<file path="src/rtl/fwd_hazard_ctrl_pkg.sv">
// fwd_hazard_ctrl_pkg: forwarding select encodings and the per-stage shadow entry.
// Shared by the hazard controller top and its per-operand select block.
package fwd_hazard_ctrl_pkg;
    localparam int RADDR_W = 5;
    localparam int NSRC    = 2;
    localparam int SEL_W   = 3;
    localparam logic [SEL_W-1:0] FWD_SRC_GR      = 3'd0;
    localparam logic [SEL_W-1:0] FWD_SRC_EX      = 3'd1;
    localparam logic [SEL_W-1:0] FWD_SRC_MM1     = 3'd2;
    localparam logic [SEL_W-1:0] FWD_SRC_MM2_REG = 3'd3;
    localparam logic [SEL_W-1:0] FWD_SRC_MM2_MEM = 3'd4;
    localparam logic [SEL_W-1:0] FWD_SRC_WB      = 3'd5;

    typedef struct packed {
        logic               v;
        logic [RADDR_W-1:0] rd;
        logic               we;
        logic               ld;
    } shadow_t;

    localparam int SH_W = $bits(shadow_t);

    function automatic logic hit(shadow_t e, logic [RADDR_W-1:0] src, logic en);
        return en & e.v & e.we & (e.rd == src) & (src != '0);
    endfunction
endpackage

</file>
<file path="src/rtl/fwd_sel_one.sv">
// fwd_sel_one: match and youngest-first priority for one source operand.
// Loads still in EX/MM1 have no data yet, so they stall and read GR.
module fwd_sel_one
    import fwd_hazard_ctrl_pkg::*;
(
    input  logic               i_id_valid,
    input  logic [RADDR_W-1:0] i_src,
    input  logic               i_used,
    input  logic [SH_W-1:0]    i_ex,
    input  logic [SH_W-1:0]    i_mm1,
    input  logic [SH_W-1:0]    i_mm2,
    input  logic [SH_W-1:0]    i_wb,
    output logic [SEL_W-1:0]   o_sel,
    output logic               o_stall
);
    shadow_t w_ex, w_mm1, w_mm2, w_wb;
    logic    w_en, w_h_ex, w_h_mm1, w_h_mm2, w_h_wb;

    assign w_ex    = i_ex;
    assign w_mm1   = i_mm1;
    assign w_mm2   = i_mm2;
    assign w_wb    = i_wb;
    assign w_en    = i_id_valid & i_used;
    assign w_h_ex  = hit(w_ex, i_src, w_en);
    assign w_h_mm1 = hit(w_mm1, i_src, w_en);
    assign w_h_mm2 = hit(w_mm2, i_src, w_en);
    assign w_h_wb  = hit(w_wb, i_src, w_en);

    assign o_sel = w_h_ex  ? (w_ex.ld  ? FWD_SRC_GR      : FWD_SRC_EX)
                 : w_h_mm1 ? (w_mm1.ld ? FWD_SRC_GR      : FWD_SRC_MM1)
                 : w_h_mm2 ? (w_mm2.ld ? FWD_SRC_MM2_MEM : FWD_SRC_MM2_REG)
                 : w_h_wb  ? FWD_SRC_WB : FWD_SRC_GR;
    assign o_stall = w_h_ex ? w_ex.ld : (w_h_mm1 & w_mm1.ld);
endmodule

</file>
<file path="src/rtl/fwd_hazard_ctrl.sv">
// fwd_hazard_ctrl: ID-stage forwarding selects and load-use stall from a shadow of EX..WB.
// Optional FWD_PERF_EN adds stall_cnt, a wrapping count of stalled, non-flush cycles.
module fwd_hazard_ctrl
    import fwd_hazard_ctrl_pkg::*;
(
    input  logic               clk,
    input  logic               reset,
    input  logic               id_valid,
    input  logic [RADDR_W-1:0] id_rj,
    input  logic [RADDR_W-1:0] id_rk,
    input  logic               id_rj_used,
    input  logic               id_rk_used,
    input  logic [RADDR_W-1:0] id_rd,
    input  logic               id_gr_we,
    input  logic               id_is_load,
    input  logic               ex_allowin,
    input  logic               mm1_allowin,
    input  logic               mm2_allowin,
    input  logic               wb_allowin,
    input  logic               flush,
    output logic [SEL_W-1:0]   fwd_ctrl_rj,
    output logic [SEL_W-1:0]   fwd_ctrl_rk,
    output logic               id_stall,
`ifdef FWD_PERF_EN
    output logic [31:0]        stall_cnt,
`endif
    output logic               id_go
);
    shadow_t          r_ex, r_mm1, r_mm2, r_wb;
    shadow_t          w_ex_in;
    logic [NSRC-1:0]  w_stall;

    assign w_ex_in  = '{v: id_go, rd: id_rd, we: id_gr_we, ld: id_is_load};
    assign id_stall = |w_stall;
    assign id_go    = id_valid & ~id_stall & ex_allowin;

    // Flush only kills EX..MM2; whatever sits in MM2 still retires into WB.
    always_ff @(posedge clk) begin
        if (reset) begin
            r_ex  <= '0;
            r_mm1 <= '0;
            r_mm2 <= '0;
            r_wb  <= '0;
        end else begin
            r_ex  <= flush ? '0 : ex_allowin  ? w_ex_in : r_ex;
            r_mm1 <= flush ? '0 : mm1_allowin ? r_ex    : r_mm1;
            r_mm2 <= flush ? '0 : mm2_allowin ? r_mm1   : r_mm2;
            r_wb  <= wb_allowin ? r_mm2 : r_wb;
        end
    end

`ifdef FWD_PERF_EN
    always_ff @(posedge clk) begin
        if (reset) stall_cnt <= '0;
        else if (id_stall & ~flush) stall_cnt <= stall_cnt + 32'd1;
    end
`endif

    fwd_sel_one u_rj (
        .i_id_valid(id_valid), .i_src(id_rj), .i_used(id_rj_used),
        .i_ex(r_ex), .i_mm1(r_mm1), .i_mm2(r_mm2), .i_wb(r_wb),
        .o_sel(fwd_ctrl_rj), .o_stall(w_stall[0])
    );
    fwd_sel_one u_rk (
        .i_id_valid(id_valid), .i_src(id_rk), .i_used(id_rk_used),
        .i_ex(r_ex), .i_mm1(r_mm1), .i_mm2(r_mm2), .i_wb(r_wb),
        .o_sel(fwd_ctrl_rk), .o_stall(w_stall[1])
    );
endmodule
</file>
<file path="config.mk">
export PLATFORM = sky130hd
export DESIGN_NAME = fwd_hazard_ctrl
export DESIGN_NICKNAME = d
export VERILOG_FILES = /design/src/rtl/fwd_hazard_ctrl_pkg.sv /design/src/rtl/fwd_sel_one.sv /design/src/rtl/fwd_hazard_ctrl.sv
export SDC_FILE = /design/constraint.sdc
export NUM_CORES = 1
export LEC_CHECK = 0
export ABC_CLOCK_PERIOD_IN_PS = 2550
export BUFFER_PORTS_ARGS = -buffer_cell sky130_fd_sc_hd__clkbuf_2
export CAP_MARGIN = 20
export CORE_MARGIN = 4
export CORE_UTILIZATION = 35
export CTS_CLUSTER_SIZE = 10
export DETAILED_ROUTE_END_ITERATION = 10
export HOLD_SLACK_MARGIN = 0.05
export PLACE_DENSITY = 0.55
export SYNTH_ARGS = -nofsm -noshare
export SYNTH_HDL_FRONTEND = slang
export SYNTH_HIERARCHICAL = 1
export SYNTH_SLANG_ARGS = --single-unit
</file>
<file path="constraint.sdc">
create_clock -name clk -period 2.55 [get_ports clk]
set_input_delay 0.3825 -clock clk [delete_from_list [all_inputs] [get_ports clk]]
set_output_delay 0.3825 -clock clk [all_outputs]
set_load 0.02 [all_outputs]
</file>
# == Word level (Yosys, flattened, before mapping) ==
# Index checks and enable logic that the tools add are counted.
# word_totals
reg_bits,31
elab_cells,79
# op_classes
n_eq_ne,8
n_mux,13
n_bitwise,39
n_reduce_logical,4
# op_table
operator,count
== test 5 bit,8
bitwise AND 1 bit,38
2-to-1 mux 3 bit,9
nonzero test 5 bit,2
OR reduction 2 bit,2
2-to-1 mux 1 bit,3
2-to-1 mux 2 bit,1
inverter 1 bit,1

# == Longest topological paths before layout ==
# Gate-level depths: netlist (run 1).
# depth
ltp_word,11
depth_mapped,8
mapped_depth_nobuf,7

# == Hierarchy ==
# Netlist (run 1), hierarchy kept.
# modules_own_cells
module,instances,cells_per_inst,area_per_inst_um2,seq_area_each_um2
fwd_hazard_ctrl,1,108,1219.9,640.6
fwd_sel_one,2,51,392.9,0.0

# == Worst setup path after synthesis (run 1) ==
# Ideal clock, no wire load.
# synth_path
kind,input port to output port
start,in id_rj[2]
end,out id_go
t_arrival_ns,2.105
required_time_ns,2.168
slack_ns,0.063
stages,7
n_path_buf,1
cell_sequence,buf_2 > or4_4 > o211ai_4 > or3_2 > mux2_2 > nand4bb_1 > inv_1
# synth_between
elab_chain_cells,9
elab_cells_between_ends,13
classes_between,eq/ne: 2; mux: 1; bitwise: 8; reduce/logical: 2
# synth_rtl
item,line_no,source
"start, declared",fwd_hazard_ctrl.sv:9,"input logic [RADDR_W-1:0] id_rj,"
== test 5 bit,fwd_hazard_ctrl_pkg.sv:24,return en & e.v & e.we & (e.rd == src) & (src != '0);
bitwise AND 1 bit (2 in series),fwd_hazard_ctrl_pkg.sv:24,
bitwise AND 1 bit,fwd_sel_one.sv:33,assign o_stall = w_h_ex ? w_ex.ld : (w_h_mm1 & w_mm1.ld);
2-to-1 mux 1 bit (*),fwd_sel_one.sv:33,
named net w_stall[0],fwd_hazard_ctrl.sv:31,logic [NSRC-1:0] w_stall;
OR reduction 2 bit (*),fwd_hazard_ctrl.sv:34,assign id_stall = |w_stall;
inverter 1 bit (*),fwd_hazard_ctrl.sv:35,assign id_go = id_valid & ~id_stall & ex_allowin;
bitwise AND 1 bit (*) (2 in series),fwd_hazard_ctrl.sv:35,
"end, declared",fwd_hazard_ctrl.sv:27,output logic id_go
# Mark *: on every way through the listed nets, which the timed path passes. The rest lies on a longest branch.

# == Worst setup path after layout (run 1) ==
# layout_path
start,in id_rk[1]
end,out id_stall
# layout_between
elab_chain_cells,6
elab_cells_between_ends,10
classes_between,eq/ne: 2; mux: 1; bitwise: 5; reduce/logical: 2
# layout_rtl
item,line_no,source
"start, declared",fwd_hazard_ctrl.sv:10,"input logic [RADDR_W-1:0] id_rk,"
== test 5 bit,fwd_hazard_ctrl_pkg.sv:24,
bitwise AND 1 bit (2 in series),fwd_hazard_ctrl_pkg.sv:24,
bitwise AND 1 bit,fwd_sel_one.sv:33,
2-to-1 mux 1 bit (*),fwd_sel_one.sv:33,
named net w_stall[1],fwd_hazard_ctrl.sv:31,
OR reduction 2 bit (*),fwd_hazard_ctrl.sv:34,
"end, declared",fwd_hazard_ctrl.sv:23,"output logic id_stall,"
# Marks and branches as above.

==> reports/results.tsv, run 1 <==
metric	value	unit
outcome	complete, no violations	
Critical Path Sink Type	output pin	
placed cells	316	
critical path class	in2out	
ANT cells	0	
CTS buffer count	5	
ANT nets after route	0	
total negative slack	0	ns
critical path arrival	2.15	ns
CTS tree	built	
Post-DP HPWL	3.674	mm
met3 WL	193	um
Hold Crit Depth	3	
multi-input logic area	1244	um2
buffers added on ports	34	
layout net count	284	
final period utilization	0.9914	
area growth from synthesis to layout	26.46	%
register area	631.9	um2
Synth Cell Area	1972	um2
Setup violations, final	0	
TritonRoute pass-1 iters	4	
syn avg cell area	9.526	um2
largest net degree at the start of global routing	14	
CTS Hold Bufs	0	
fillers	565	
P per Cell Area	433.8	nW/um2
total grt overflow	0	
Slew Viols, Final	0	
Peak VDD IR	0.2017	mV
Critical Path Start Type	primary input	
die height	83.06	um
H-tree depth	2	
reg2reg path depth	8	
RSZ-0062 raised after global routing	yes	
initial antenna violation count	0	
Row Count	27	
Max Cap Viol	0	
GRT Total Usage	0.1407	
wire length per cell	13.69	um
I/O pins	35	
clk_lat worst skew	0.28	ns
Pleak	0.0009746	uW
worst clock skew	0.002205	ns
chip width	83.06	um
Routed WL	4.518	mm
core region area	5473	um2
Fmax	395.6	MHz
post-layout util	0.4556	
Hold WS	0.3326	ns
Iter 0 DRT Violations	76	
routability cong.	0.8079	
Hold Violations, Final	0	
Highest Signal Layer	met4	
first-pass GRT wire length	7.714	mm
Root Buffer	clkbuf_8	
met2 wire len	2.155	mm
Slew HR	0.6963	
CP Data Required Time	2.17	ns
WL met1	2.082	mm
layout cells sized above 1	0.3992	
Placed Instance Area	2253	um2
Gate Count Post-Synth	207	
vias in the first global route	1557	
Syn Nets	234	
vias	1522	
Initial Util	0.3603	
Sink Count	31	
crit path max fanout	3	
Slew @ Worst Pin	0.4518	ns
Vias/cell	4.612	
post-route cell area	2494	um2
YS warnings	6	
type of the tightest min-delay check	in2reg	
Non-Filler Instances	330	
die area	6899	um2
Clock Tree Buf Depth	2	
minimum clock period	2.528	ns
Reg clk slew, reported paths	0.06	ns
DRC Markers	0	
## where the power goes
group          switching, uW  total, uW  internal, uW
Sequential              7.60        498           490
Combinational           78.3        163          84.3
Clock                    175        421           246
Total                    261       1080           821
## through the flow
stage               setup WS [ns]  total power (uW)
finish                    0.02188              1082
global route             -0.01783              1143
CTS                      0.001285              1097
detailed placement       -0.03167             660.4
global placement         -0.01313             659.9
floorplan                 0.06251             617.3
## flip-flops by register name (all words and copies together) (netlist names)
| signal | cells |
|---|---|
| r_wb | 7 |
| r_mm2 | 8 |
| r_mm1 | 8 |
| r_ex | 8 |
## cell usage in the layout (no fill, tap or decap), types with 2 or more instances in the layout
cell and n:
o211ai_4 2, nand4_1 8, clkbuf_8 10, dfxtp_1 22, nand2_1 4, or3_2 2
or3_4 2, clkbuf_2 30, inv_1 4, a31o_1 2, mux2_4 2, nor2_1 24
xor2_1 2, or4_4 2, xnor2_1 37, and2_1 2, buf_6 2, dfxtp_2 9
nor2_2 7, nor4_1 2, nor3_1 2, buf_4 26, nor2_4 3, o22ai_1 2
nand3_1 6, mux2i_1 34
## critical path: stages
cell      delay [ns]
clkbuf_8        0.12
or4_4           0.54
o211ai_4        0.19
or3_2           0.16
nor2_1          0.04
mux2_4          0.26
or2_2           0.30
clkbuf_8        0.15
## final cells by class
cell class	count	area share
multi-input cells	153	0.4987
repair buffers	61	0.1641
clock buffers	8	0.04014
flip-flops and latches	31	0.2534
well taps	72	0.03613
inverters	5	0.007526
## worst paths after layout
path | startpoint | end | slack [ns]
max reg2reg | r_ex[4] | r_ex[7] | 0.55
min reg2reg | r_wb[1] | r_wb[1] | 0.52
min | id_rd[3] | r_ex[5] | 0.33
max | id_rk[1] | id_stall | 0.02
## layer usage
layer	vias up	GRT usage
met5	-	0
met2	28	0.2267
li1	796	-
met1	692	0.1748
met4	0	0.05795
met3	6	0.04167
## what timing repair did
action | in CTS | in global routing
buffers inserted | 4 | 2
resized for setup | 11 | 15
endpoints found under the hold margin | 0 | 0
pin swaps | 4 | 7
setup endpoints to repair | 2 | 6
No activity file was read; power rests on OpenSTA's default activity.
==> run 2, diff against run 1 <==
--- a/config.mk
+++ b/config.mk
@@ -8,12 +8,13 @@
 export ABC_CLOCK_PERIOD_IN_PS = 2550
 export BUFFER_PORTS_ARGS = -buffer_cell sky130_fd_sc_hd__clkbuf_2
 export CAP_MARGIN = 20
-export CORE_MARGIN = 4
+export CORE_MARGIN = 5
 export CORE_UTILIZATION = 35
 export CTS_CLUSTER_SIZE = 10
 export DETAILED_ROUTE_END_ITERATION = 10
 export HOLD_SLACK_MARGIN = 0.05
 export PLACE_DENSITY = 0.55
+export SKIP_CTS_REPAIR_TIMING = 1
 export SYNTH_ARGS = -nofsm -noshare
 export SYNTH_HDL_FRONTEND = slang
 export SYNTH_HIERARCHICAL = 1
==> run 2 against run 1 <==
Maximum frequency shrank 0.67%. Wire length grew 2.8%. Clock skew grew 0.0018 ns. Critical endpoint unchanged. Clock power shrank 14%. Critical path type unchanged. Via count shrank 0.66%.
==> reports/results.tsv, run 2 (synthesis gave the netlist of run 1 again) <==
metric	value	unit
P per Cell Area	423.2	nW/um2
largest net degree at the start of global routing	25	
Critical Path Sink Type	output pin	
Placed Instance Area	2238	um2
routing usage on met3	0.03010	
vias	1512	
worst path bufs/invs	2	
first-pass GRT wire length	7.645	mm
final period utilization	0.9981	
I/O pins	35	
wire length per cell	14.30	um
type of the tightest min-delay check	in2reg	
CP Data Required Time	2.17	ns
Iter 0 DRT Violations	60	
die area	7235	um2
post-layout util	0.4351	
worst clock skew	0.004011	ns
clk_lat worst skew	0.27	ns
Row Count	27	
ANT nets after route	0	
Non-Filler Instances	325	
layout cells sized above 1	0.3794	
minimum clock period	2.545	ns
vias in the first global route	1542	
routability cong.	0.7673	
RSZ-0062 raised after global routing	yes	
Critical Path Start Type	primary input	
core region area	5507	um2
Pleak	0.0009213	uW
Sink Count	31	
Hold WS	0.3428	ns
Logic pwr share	0.153	
fillers	558	
layout net count	279	
internal power	759.2	uW
sw power	254.9	uW
ANT cells	0	
critical path's largest stage delay	0.53	ns
chip width	85.06	um
Slew Viols, Final	0	
TritonRoute pass-1 iters	4	
most frequent cells in the layout	xnor2_1, mux2i_1, clkbuf_2	
Hold Violations, Final	0	
GRT Max-Usage Layer	met2	
Max Cap Viol	0	
Root Buffer	clkbuf_8	
slowest stage cell, crit path	or4_4	
met2 Resource Use GR	0.2147	
Largest regs	r_ex: 8 flops, r_mm1: 8 flops, r_mm2: 8 flops	
Post-DP HPWL	3.727	mm
met1 Track Usage GR	0.1698	
most common cell after layout, fill and taps aside	xnor2_1	
Clock Tree Buf Depth	2	
outcome	complete, no violations	
critical path class	in2out	
total grt overflow	0	
buffers added on ports	34	
Slew HR	0.6767	
DRC Markers	0	
Routed WL	4.646	mm
GRT Total Usage	0.1320	
critical path arrival	2.16	ns
initial antenna violation count	0	
critical path cell sequence	buf_4 > or4_4 > o211ai_4 > or3_4 > mux2_4 > or2_2 > buf_6	
Clk pwr share	0.356	
Peak VDD IR	0.1879	mV
Initial Util	0.3581	
area growth from synthesis to layout	21.51	%
Sw Share	0.2513	
total negative slack	0	ns
Top Family by Delay on Critical Path	simple AND/OR/NAND/NOR gates	
H-tree depth	2	
CTS buffer count	5	
Setup violations, final	0	
Vias/cell	4.652	
Seq pwr share	0.491	
Slew @ Worst Pin	0.4809	ns
crit path max fanout	4	
CTS tree	built	
placed cells	314	
post-route cell area	2396	um2
Fmax	392.9	MHz
Reg clk slew, reported paths	0.06	ns
die height	85.06	um
run 2: cell count changes in the layout (fill, tap and decap cells not counted), sizes merged:
cell    before  now
clkinv       0    1
clkbuf      41   37
buf         28   26
run 2: final timing paths:
kind / startpoint / slack (ns) / cells past startpoint / to
worst max-delay path: id_rk[1] / 0.005 / 7 / id_stall
worst min-delay path: id_rd[2] / 0.34 / 3 / r_ex[4]
worst max register to register: r_ex[4] / 0.67 / 7 / r_ex[7]
worst min register to register: r_ex[7] / 0.52 / 2 / r_ex[7]
run 2: routing by layer:
metal | wire, um | up-vias
li1 | - | 789
met1 | 2233 | 684
met2 | 2148 | 32
met3 | 176 | 7
met4 | 88 | 0
met5 | 0 | -
run 2: area by class of cell:
class                           count  area [um2]  share of cell area
Clock buffer                        7       76.32             0.03185
Timing Repair Buffer               56       350.3              0.1462
Clock inverter                      1       5.005            0.002089
Tap cell                           72       90.09             0.03760
Multi-Input combinational cell    153        1224              0.5107
Sequential cell                    31       631.9              0.2637
Inverter                            5       18.77            0.007833
run 2: metrics by stage:
stage / setup WS (ns) / power, uW
final: 0.004840 / 1014
after global routing: -0.06568 / 1067
after CTS: -0.05603 / 1023
after detailed placement: -0.05315 / 658.3
after global placement: -0.02014 / 656.9
after floorplan: 0.06251 / 617.3
run 2: power by group through the flow:
stage	logic (uW)	clock network, uW	registers, uW
2_1_floorplan	112	0	506
4_1_cts	150	375	498
5_1_grt	167	402	499
3_3_place_gp	148	0	508
3_5_place_dp	150	0	508
6_report	155	361	498
run 2: worst reg2reg max path: stages (launching register included):
cell and delay (ns):
dfxtp_2 0.39, xnor2_1 0.14, nand3_1 0.12, or3_4 0.42, mux2_4 0.31, nand4bb_4 0.20
buf_4 0.15, a21oi_1 0.10
==> run 3, diff against run 2 <==
--- a/config.mk
+++ b/config.mk
@@ -9,11 +9,11 @@
 export BUFFER_PORTS_ARGS = -buffer_cell sky130_fd_sc_hd__clkbuf_2
 export CAP_MARGIN = 20
 export CORE_MARGIN = 5
-export CORE_UTILIZATION = 35
+export CORE_UTILIZATION = 52
 export CTS_CLUSTER_SIZE = 10
 export DETAILED_ROUTE_END_ITERATION = 10
 export HOLD_SLACK_MARGIN = 0.05
-export PLACE_DENSITY = 0.55
+export PLACE_DENSITY = 0.76
 export SKIP_CTS_REPAIR_TIMING = 1
 export SYNTH_ARGS = -nofsm -noshare
 export SYNTH_HDL_FRONTEND = slang
==> run 3 against run 2 <==
Wire length is 7.0% lower. Largest power group unchanged. Global-route usage increased by 4.9 points. Via count up 2.0%. Highest routed layer unchanged. Flip-flop and latch count stayed put. Final area is 0.99% lower. Critical path type unchanged.
==> reports/results.tsv, run 3 (synthesis gave the netlist of run 1 again) <==
metric	value	unit
outcome	complete, no violations	
Clock Tree Buf Depth	2	
met1 Track Usage GR	0.2236	
final period utilization	0.9848	
layout cells sized above 1	0.3825	
die area	5124	um2
total grt overflow	0	
largest net degree at the start of global routing	25	
Reg clk slew, reported paths	0.06	ns
Slew HR	0.6887	
crit path max fanout	3	
TritonRoute pass-1 iters	4	
worst clock skew	0.006349	ns
vias	1542	
area growth from synthesis to layout	20.30	%
Sink Count	31	
type of the tightest min-delay check	in2reg	
GRT Max-Usage Layer	met2	
GRT Total Usage	0.1814	
P per Cell Area	429.4	nW/um2
Slew Viols, Final	0	
minimum clock period	2.511	ns
CTS buffer count	5	
Routed WL	4.319	mm
CTS tree	built	
final worst setup slack	0.03876	ns
routability cong.	0.8685	
total negative slack	0	ns
clk_lat worst skew	0.28	ns
vias in the first global route	1568	
Non-Filler Instances	299	
multi-input logic area	1246	um2
Initial Util	0.5386	
most frequent cells in the layout	xnor2_1, mux2i_1, clkbuf_2	
Max Cap Viol	0	
Pleak	0.0009258	uW
met2 Resource Use GR	0.2969	
Setup violations, final	0	
R2R Setup Slk	0.67	ns
Fmax	398.2	MHz
ANT cells	0	
I/O pins	35	
register area	636.9	um2
Critical Path Sink Type	output pin	
initial antenna violation count	0	
setup slack at placement	-0.002038	ns
DRC Markers	0	
placed cells	288	
critical path arrival	2.13	ns
wire length per cell	14.44	um
critical path class	in2out	
critical path cell sequence	clkbuf_2 > or4_4 > o211ai_4 > or3_4 > mux2_4 > or2_2 > buf_6	
core region area	3661	um2
Vias/cell	5.157	
Iter 0 DRT Violations	86	
Row Count	22	
routing usage on met3	0.04348	
fillers	310	
layout net count	277	
first-pass GRT wire length	7.265	mm
chip width	71.58	um
buffers added on ports	34	
H-tree depth	2	
Root Buffer	clkbuf_8	
Slew @ Worst Pin	0.4631	ns
Critical Path Start Type	primary input	
Hold Violations, Final	0	
CP Data Required Time	2.17	ns
Largest regs	r_ex: 8 flops, r_mm1: 8 flops, r_mm2: 8 flops	
critical path's largest stage delay	0.55	ns
ANT nets after route	0	
Post-DP HPWL	3.448	mm
Peak VDD IR	0.3198	mV
most common cell after layout, fill and taps aside	xnor2_1	
die height	71.58	um
slowest stage cell, crit path	or4_4	
==> run 3: cell count changes in the layout (fill, tap and decap cells not counted), moves of 2 or more <==
cell / change
clkbuf_2: +2
xnor2_2: +2
dfxtp_2: -2
dfxtp_4: +2
buf_4: -2
xnor2_1: -2
==> run 3: where the power goes <==
group          switching, uW  internal [uW]
registers               7.81            489
logic                   77.0           77.3
clock network            177            191
total                    261            757
==> run 3: critical path, delay by kind of cell <==
family | cells | cell delay [ns]
muxes | 1 | 0.29
and+or+nand+nor | 3 | 1.01
AOI/OAI and AO/OA | 1 | 0.21
buffers and inverters | 2 | 0.23
==> run 3: final cells by class <==
cell class	count	area share
Clock inverter	1	0.002110
Timing Repair Buffer	54	0.1387
Multi-Input combinational cell	153	0.5253
Sequential cell	31	0.2685
Tap cell	48	0.02532
Clock buffer	7	0.03217
Inverter	5	0.007911
==> run 3: metrics by stage <==
stage	hold slack [ns]	util	total power, uW	instance area [um2]
2_1_floorplan	0.4734	-	617.3	1972
3_3_place_gp	0.5016	0.5991	652.0	2193
3_5_place_dp	0.5168	0.5991	654.8	2193
4_1_cts	0.3326	0.6213	1022	2275
5_1_grt	0.3469	0.6480	1067	2372
6_report	0.3373	0.6480	1019	2372
==> run 3: layer usage <==
metal / share of wire / wire length, um / up-vias
li1: - / - / 780
met1: 0.46 / 1982 / 718
met2: 0.47 / 2046 / 34
met3: 0.045 / 196 / 10
met4: 0.022 / 93 / 0
met5: 0 / 0 / -
==> run 3: path summary, 6_finish.rpt <==
path             from        to  depth (start not counted)
max          id_rk[2]  id_stall                          7
min          id_rd[1]   r_ex[3]                          3
max reg2reg   r_ex[5]   r_ex[7]                          7
min reg2reg   r_wb[1]   r_wb[1]                          2
